$ cat src/rtl/instr_encoder.sv
// RV32I instruction encoder: packs decoded fields into a 32-bit word, range-checks the immediate,
// and tags each word with a sequential byte address. Optional macro: INSTR_ENCODER_NOP_ON_ERR_EN.
module instr_encoder #(
    parameter int unsigned         ADDR_W    = 32,
    parameter logic [ADDR_W-1:0]   BASE_ADDR = {ADDR_W{1'b0}}
) (
    input  logic              clk,
    input  logic              rst,
    input  logic              clr,
    input  logic              in_valid,
    output logic              in_ready,
    input  logic [6:0]        opcode,
    input  logic [4:0]        rd,
    input  logic [4:0]        rs1,
    input  logic [4:0]        rs2,
    input  logic [2:0]        funct3,
    input  logic [6:0]        funct7,
    input  logic [31:0]       imm,
    output logic              out_valid,
    input  logic              out_ready,
    output logic [31:0]       out_instr,
    output logic [ADDR_W-1:0] out_addr,
    output logic              err_sticky,
    output logic [7:0]        err_count,
    output logic [ADDR_W-1:0] err_addr
);

    localparam logic [6:0]  OP_R      = 7'b0110011;
    localparam logic [6:0]  OP_I_ALU  = 7'b0010011;
    localparam logic [6:0]  OP_I_LOAD = 7'b0000011;
    localparam logic [6:0]  OP_I_JALR = 7'b1100111;
    localparam logic [6:0]  OP_S      = 7'b0100011;
    localparam logic [6:0]  OP_B      = 7'b1100011;
    localparam logic [6:0]  OP_U_LUI  = 7'b0110111;
    localparam logic [6:0]  OP_U_AUI  = 7'b0010111;
    localparam logic [6:0]  OP_J      = 7'b1101111;
    localparam logic [31:0] NOP_WORD  = 32'h0000_0013;

`ifdef INSTR_ENCODER_NOP_ON_ERR_EN
    localparam logic NOP_ON_ERR = 1'b1;
`else
    localparam logic NOP_ON_ERR = 1'b0;
`endif

    // True when every bit from msb upward equals bit msb, i.e. v fits in msb+1 signed bits.
    function automatic logic sext_fits(input logic [31:0] v, input logic [31:0] upper_mask);
        return ((v & upper_mask) == 32'h0000_0000) || ((v & upper_mask) == upper_mask);
    endfunction

    logic              out_valid_q, out_valid_d;
    logic [31:0]       out_instr_q, out_instr_d;
    logic [ADDR_W-1:0] out_addr_q,  out_addr_d;
    logic [ADDR_W-1:0] cnt_q,       cnt_d;
    logic              err_sticky_q, err_sticky_d;
    logic [7:0]        err_count_q,  err_count_d;
    logic [ADDR_W-1:0] err_addr_q,   err_addr_d;

    logic        legal_s;
    logic [31:0] enc_s;
    logic        accept_s;
    logic        emit_s;
    logic        reject_s;
    logic [31:0] word_s;

    assign in_ready = !out_valid_q || out_ready;
    assign accept_s = in_valid && in_ready;
    assign reject_s = accept_s && !legal_s;
    assign emit_s   = accept_s && (legal_s || NOP_ON_ERR);
    assign word_s   = legal_s ? enc_s : NOP_WORD;

    // Field packing and immediate legality per instruction format.
    always_comb begin
        enc_s   = 32'h0000_0000;
        legal_s = 1'b0;
        case (opcode)
            OP_R: begin
                enc_s   = {funct7, rs2, rs1, funct3, rd, opcode};
                legal_s = 1'b1;
            end
            OP_I_ALU, OP_I_LOAD, OP_I_JALR: begin
                enc_s   = {imm[11:0], rs1, funct3, rd, opcode};
                legal_s = sext_fits(imm, 32'hFFFF_F800);
            end
            OP_S: begin
                enc_s   = {imm[11:5], rs2, rs1, funct3, imm[4:0], opcode};
                legal_s = sext_fits(imm, 32'hFFFF_F800);
            end
            OP_B: begin
                enc_s   = {imm[12], imm[10:5], rs2, rs1, funct3, imm[4:1], imm[11], opcode};
                legal_s = sext_fits(imm, 32'hFFFF_F000) && (imm[0] == 1'b0);
            end
            OP_U_LUI, OP_U_AUI: begin
                enc_s   = {imm[31:12], rd, opcode};
                legal_s = (imm[11:0] == 12'h000);
            end
            OP_J: begin
                enc_s   = {imm[20], imm[10:1], imm[11], imm[19:12], rd, opcode};
                legal_s = sext_fits(imm, 32'hFFF0_0000) && (imm[0] == 1'b0);
            end
            default: begin
                enc_s   = 32'h0000_0000;
                legal_s = 1'b0;
            end
        endcase
    end

    // Next-state for output stage, address counter and error bookkeeping.
    always_comb begin
        out_valid_d  = out_valid_q;
        out_instr_d  = out_instr_q;
        out_addr_d   = out_addr_q;
        cnt_d        = cnt_q;
        err_sticky_d = err_sticky_q;
        err_count_d  = err_count_q;
        err_addr_d   = err_addr_q;

        if (emit_s) begin
            out_valid_d = 1'b1;
            out_instr_d = word_s;
            out_addr_d  = cnt_q;
        end else if (out_ready) begin
            out_valid_d = 1'b0;
        end else begin
            out_valid_d = out_valid_q;
        end

        // The word accepted alongside clr keeps the pre-clr address captured above.
        if (clr) begin
            cnt_d = BASE_ADDR;
        end else if (emit_s) begin
            cnt_d = cnt_q + ADDR_W'(3'd4);
        end else begin
            cnt_d = cnt_q;
        end

        if (clr) begin
            err_sticky_d = 1'b0;
            err_count_d  = 8'h00;
        end else if (reject_s) begin
            err_sticky_d = 1'b1;
            err_count_d  = (err_count_q == 8'hFF) ? 8'hFF : err_count_q + 8'h01;
        end else begin
            err_sticky_d = err_sticky_q;
            err_count_d  = err_count_q;
        end

        if (reject_s) begin
            err_addr_d = cnt_q;
        end else begin
            err_addr_d = err_addr_q;
        end
    end

    // State registers with synchronous reset.
    always_ff @(posedge clk) begin
        if (rst) begin
            out_valid_q  <= 1'b0;
            out_instr_q  <= 32'h0000_0000;
            out_addr_q   <= {ADDR_W{1'b0}};
            cnt_q        <= BASE_ADDR;
            err_sticky_q <= 1'b0;
            err_count_q  <= 8'h00;
            err_addr_q   <= {ADDR_W{1'b0}};
        end else begin
            out_valid_q  <= out_valid_d;
            out_instr_q  <= out_instr_d;
            out_addr_q   <= out_addr_d;
            cnt_q        <= cnt_d;
            err_sticky_q <= err_sticky_d;
            err_count_q  <= err_count_d;
            err_addr_q   <= err_addr_d;
        end
    end

    assign out_valid  = out_valid_q;
    assign out_instr  = out_instr_q;
    assign out_addr   = out_addr_q;
    assign err_sticky = err_sticky_q;
    assign err_count  = err_count_q;
    assign err_addr   = err_addr_q;

endmodule

$ cat config.mk
export PLATFORM = sky130hd
export DESIGN_NAME = instr_encoder
export DESIGN_NICKNAME = d
export VERILOG_FILES = /design/src/rtl/instr_encoder.sv
export SDC_FILE = /design/constraint.sdc
export NUM_CORES = 1
export LEC_CHECK = 0
export ABC_AREA = 1
export ABC_CLOCK_PERIOD_IN_PS = 2000
export BUFFER_PORTS_ARGS = -buffer_cell sky130_fd_sc_hd__buf_2
export CAP_MARGIN = 10
export CELL_PAD_IN_SITES_DETAIL_PLACEMENT = 0
export CELL_PAD_IN_SITES_GLOBAL_PLACEMENT = 1
export CORE_MARGIN = 5
export CORE_UTILIZATION = 37
export CTS_CLUSTER_SIZE = 24
export DETAILED_ROUTE_END_ITERATION = 6
export PLACE_DENSITY = 0.77
export SLEW_MARGIN = 5
export SYNTH_ARGS = -nofsm -noshare
export SYNTH_HDL_FRONTEND = slang
export SYNTH_SLANG_ARGS = --single-unit
$ cat constraint.sdc
create_clock -name clk -period 2 [get_ports clk]
set_input_delay 0.2 -clock clk [delete_from_list [all_inputs] [get_ports clk]]
set_output_delay 0.2 -clock clk [all_outputs]
set_load 0.05 [all_outputs]
==> run summary <==
The cell type with the highest occurrence count on the critical path is nand3_1. The startpoint of the worst hold path is opcode[5]. The tools report the start point of the critical path as cnt_q[2]. From synthesis to final layout, the design area changed by 27.85%. The worst-skew pair later-pin latency came out at 420 ps.

By area, the combinational part of the netlist is dominated by simple AND/OR/NAND/NOR gates. Cell count after placement: 1459. In this run, post-CTS hold repair placed 0 buffers. The logs give 0.2097 for the total routing usage reported by global routing and 16.61 mm for the detailed placer's ending HPWL.

0 antenna diodes ended up in the layout. The post-CTS clock slew at the launch and capture registers of the worst setup and hold paths was 60 ps. The flow ran to the end, and the final reports show no timing, DRC or antenna violations. The simple-gate share of the synthesized area was 0.3819. IR analysis of the VDD net gives a maximum drop of 0.0005634 V.

The total buffers and inverters traversed by the critical path is 1. The startpoint identified for the worst register-to-register timing path is cnt_q[2]. The clock tree buffer depth was 2.

Setup repair after global routing left no endpoint under its margin. The post-synthesis compound-gate area fraction is 0.1161, and the via count of the first global-routing pass is 7140. The fraction of synthesized cell area in xor and xnor cells was 0.02630; the cell row count was 50. The count of synthesis-stage warnings from yosys is 0.

The share of the clock period used by the worst path is 0.8862, and the required time of the critical path is 2350 ps. In this run the worst path has a maximum fanout of 4. A synthesized cell averages 6.567 um^2. The run gives 0.5642 GHz as the maximum clock frequency. After global routing the overflow that remains totals 0. The clock period could shrink to 1772 ps. In the routed design, unresolved DRC markers number 0. The post-synthesis instance area was 6994 um^2; the boundary pin count was 176.

For this design, the sink count on the clock tree is 132. After detailed routing, the average wire length per cell comes to 15.40 um. The top cell type's share of synthesized area came out at 0.3778. After synthesis, the netlist uses 36 different library cells. Once detail routing completed, the nets flagged for antenna violations numbered 0. The run gives 0 as the max-capacitance violation count.

The largest individual stage delay along the critical path comes from the cell nor3_1. In the final timing run, aggregate negative setup slack is 0 ps. The mux cell area share after synthesis was 0.

Input and output buffers added on the ports amount to 171. For the die area, the log shows 21750 um^2. After layout, the design draws a total of 6.435 mW. The run gives 94.42 ps as the tightest hold margin. The cell family contributing the most delay on the critical path is simple AND/OR/NAND/NOR gates. Cell chosen for the clock root: clkbuf_16. In the routed layout, each cell is associated on average with a via count of 5.003. For the final net count, the log shows 1315. Area share of fa/ha/maj cells after synthesis: 0.003578.

The die span in y is 147.5 um. Number of gates given a new drive strength after cts: 0. Entering global routing, the biggest net connects 93 pins.

In this run the horizontal extent of the chip is 147.5 um. The standard cell core area came out at 18640 um^2. The number of buffers created by CTS came out at 17. The first detailed-routing pass ran for 5 iterations. For the worst setup path, the data arrival time is 2120 ps. The number of setup buffers added after CTS is 0. The clock arrives with 8.245 ps of skew.

The critical path is of the flip-flop to flip-flop type. By area the synthesized netlist is led by dfxtp_1, nand2_1, a21oi_1. The share of post-route cells with drive strength above 1 is 0.2156. The analysis attributes to cell leakage a power of 3.862 nW. The number of failing setup endpoints in the final timing report is 0. The worst setup path is captured at a flip-flop.

Initial core utilization: 0.3752. After the first detailed-routing iteration, the DRC count stood at 539. The tools report the hold violation count in the final report as 0. The portion of the post-synthesis area used by sequential elements is 0.3778. Class of the most critical hold timing path: input pin to flip-flop. The number of antenna violations at the first check in global routing was 0.

For flop-to-flop paths, the worst setup slack is 230 ps. Counting every instance in the synthesized netlist gives 1065. Walking the worst path, the cells encountered are ha_1, nand3_1, inv_1, nand2_1, nor3_1, xor2_1, nand3_1, a21oi_1.

Counting flops and latches in the post-synthesis netlist gives 132. dfxtp_1 takes more of the synthesized area than any other cell. Dividing total power by cell area gives a power density of 719.6 nW/um^2.

Total wirelength of the detailed-routed design: 22.97 mm. The global-route wire length before repair was 37.45 mm. STA classifies the critical path startpoint as a flip-flop. The run gives 0.4797 as the core occupancy in the finished layout.

At the end of routability-driven placement, the weighted congestion stood at 0.9516. TritonCTS built the clock tree. For the final-report max-slew violation count, the log shows 0.

The largest single stage delay on the critical path is 360 ps. The total via count after detailed routing was 7459. The H-tree was split into 4 levels. The count of non-filler cells in the finished layout was 1491.
## placed cells by master (no fill, tap or decap), drive strengths merged
master,Yosys,layout
nand2,314,314
buf,34,221
dfxtp,132,132
a21oi,126,126
nand3,121,121
nor2,111,111
inv,78,79
nand4,43,43
clkbuf,30,20
xor2,15,15
nor3,15,15
o21ai,11,11
nand3b,6,6
xnor2,6,6
clkinv,0,5
o21a,4,4
o211ai,4,4
conb,1,4
bufinv,0,4
o22ai,3,3
o21bai,3,3
ha,2,2
clkinvlp,0,2
a21boi,2,2
or2,1,1
or3,1,1
a31oi,1,1
and2,1,1
## path summary, 6_finish.rpt
check | end | cells after the start
min reg2reg | out_instr[1] | 2
min | out_instr[5] | 3
max reg2reg | cnt_q[26] | 8
max | cnt_q[26] | 8
## through the flow
stage | area (um^2) | setup WS [ps]
detailed placement | 8297 | 0.7424
CTS | 8940 | 209.0
floorplan | 7007 | 4.213
global route | 8942 | 37.58
finish | 8942 | 227.7
global placement | 8297 | 43.25
## worst reg2reg max path, delay by kind of cell (launching register included)
| family | cells | cell delay (ps) |
|---|---|---|
| and+or+nand+nor | 4 | 690 |
| DFF | 1 | 350 |
| adders and majority gates | 1 | 260 |
| xor gates and xnor gates | 1 | 190 |
| AOI/OAI and AO/OA | 1 | 140 |
| buffers and inverters | 1 | 70 |
## metal layers
metal | global-route usage | up-vias | wire [um]
met5 | 0 | - | 0
met4 | 0.05545 | 0 | 370
met3 | 0.05733 | 26 | 1352
met2 | 0.3357 | 193 | 10760
met1 | 0.2805 | 3399 | 10490
li1 | - | 3841 | -
## logic make-up after synthesis
group | after synthesis
simple gates | 613
compound gates | 154
buf+inv | 142
flops | 132
xor+xnor | 21
fa+ha+maj | 2
other cells | 1
## cells in the mapped netlist (all sizes together)
cell,n
nand2,314
dfxtp,132
a21oi,126
nand3,121
nor2,111
inv,78
nand4,43
buf,34
clkbuf,30
nor3,15
xor2,15
o21ai,11
nand3b,6
xnor2,6
o211ai,4
o21a,4
o21bai,3
o22ai,3
a21boi,2
ha,2
a31oi,1
and2,1
conb,1
or2,1
or3,1
## layout make-up
type	count	area, um^2
repair buffers	221	1334
clock buffers	20	466.7
multi-input cells	794	3736
well taps	234	292.8
clock inverters	12	176.4
flip-flops and latches	132	2644
fillers	2002	9701
inverters	78	292.8
## state kept, by name, indices dropped and copies added (netlist names)
register    count
err_count       8
out_valid       1
err_addr       30
out_instr      32
err_sticky      1
out_addr       30
cnt_q          30
## report_power, final
part           leakage, nW  switching [mW]  internal, mW
Clock                0.312            1.23          2.19
Combinational         2.49           0.265         0.121
Sequential            1.06         0.00340          2.63
Total                 3.86            1.49          4.94
Power figures use the tool's default switching activity.
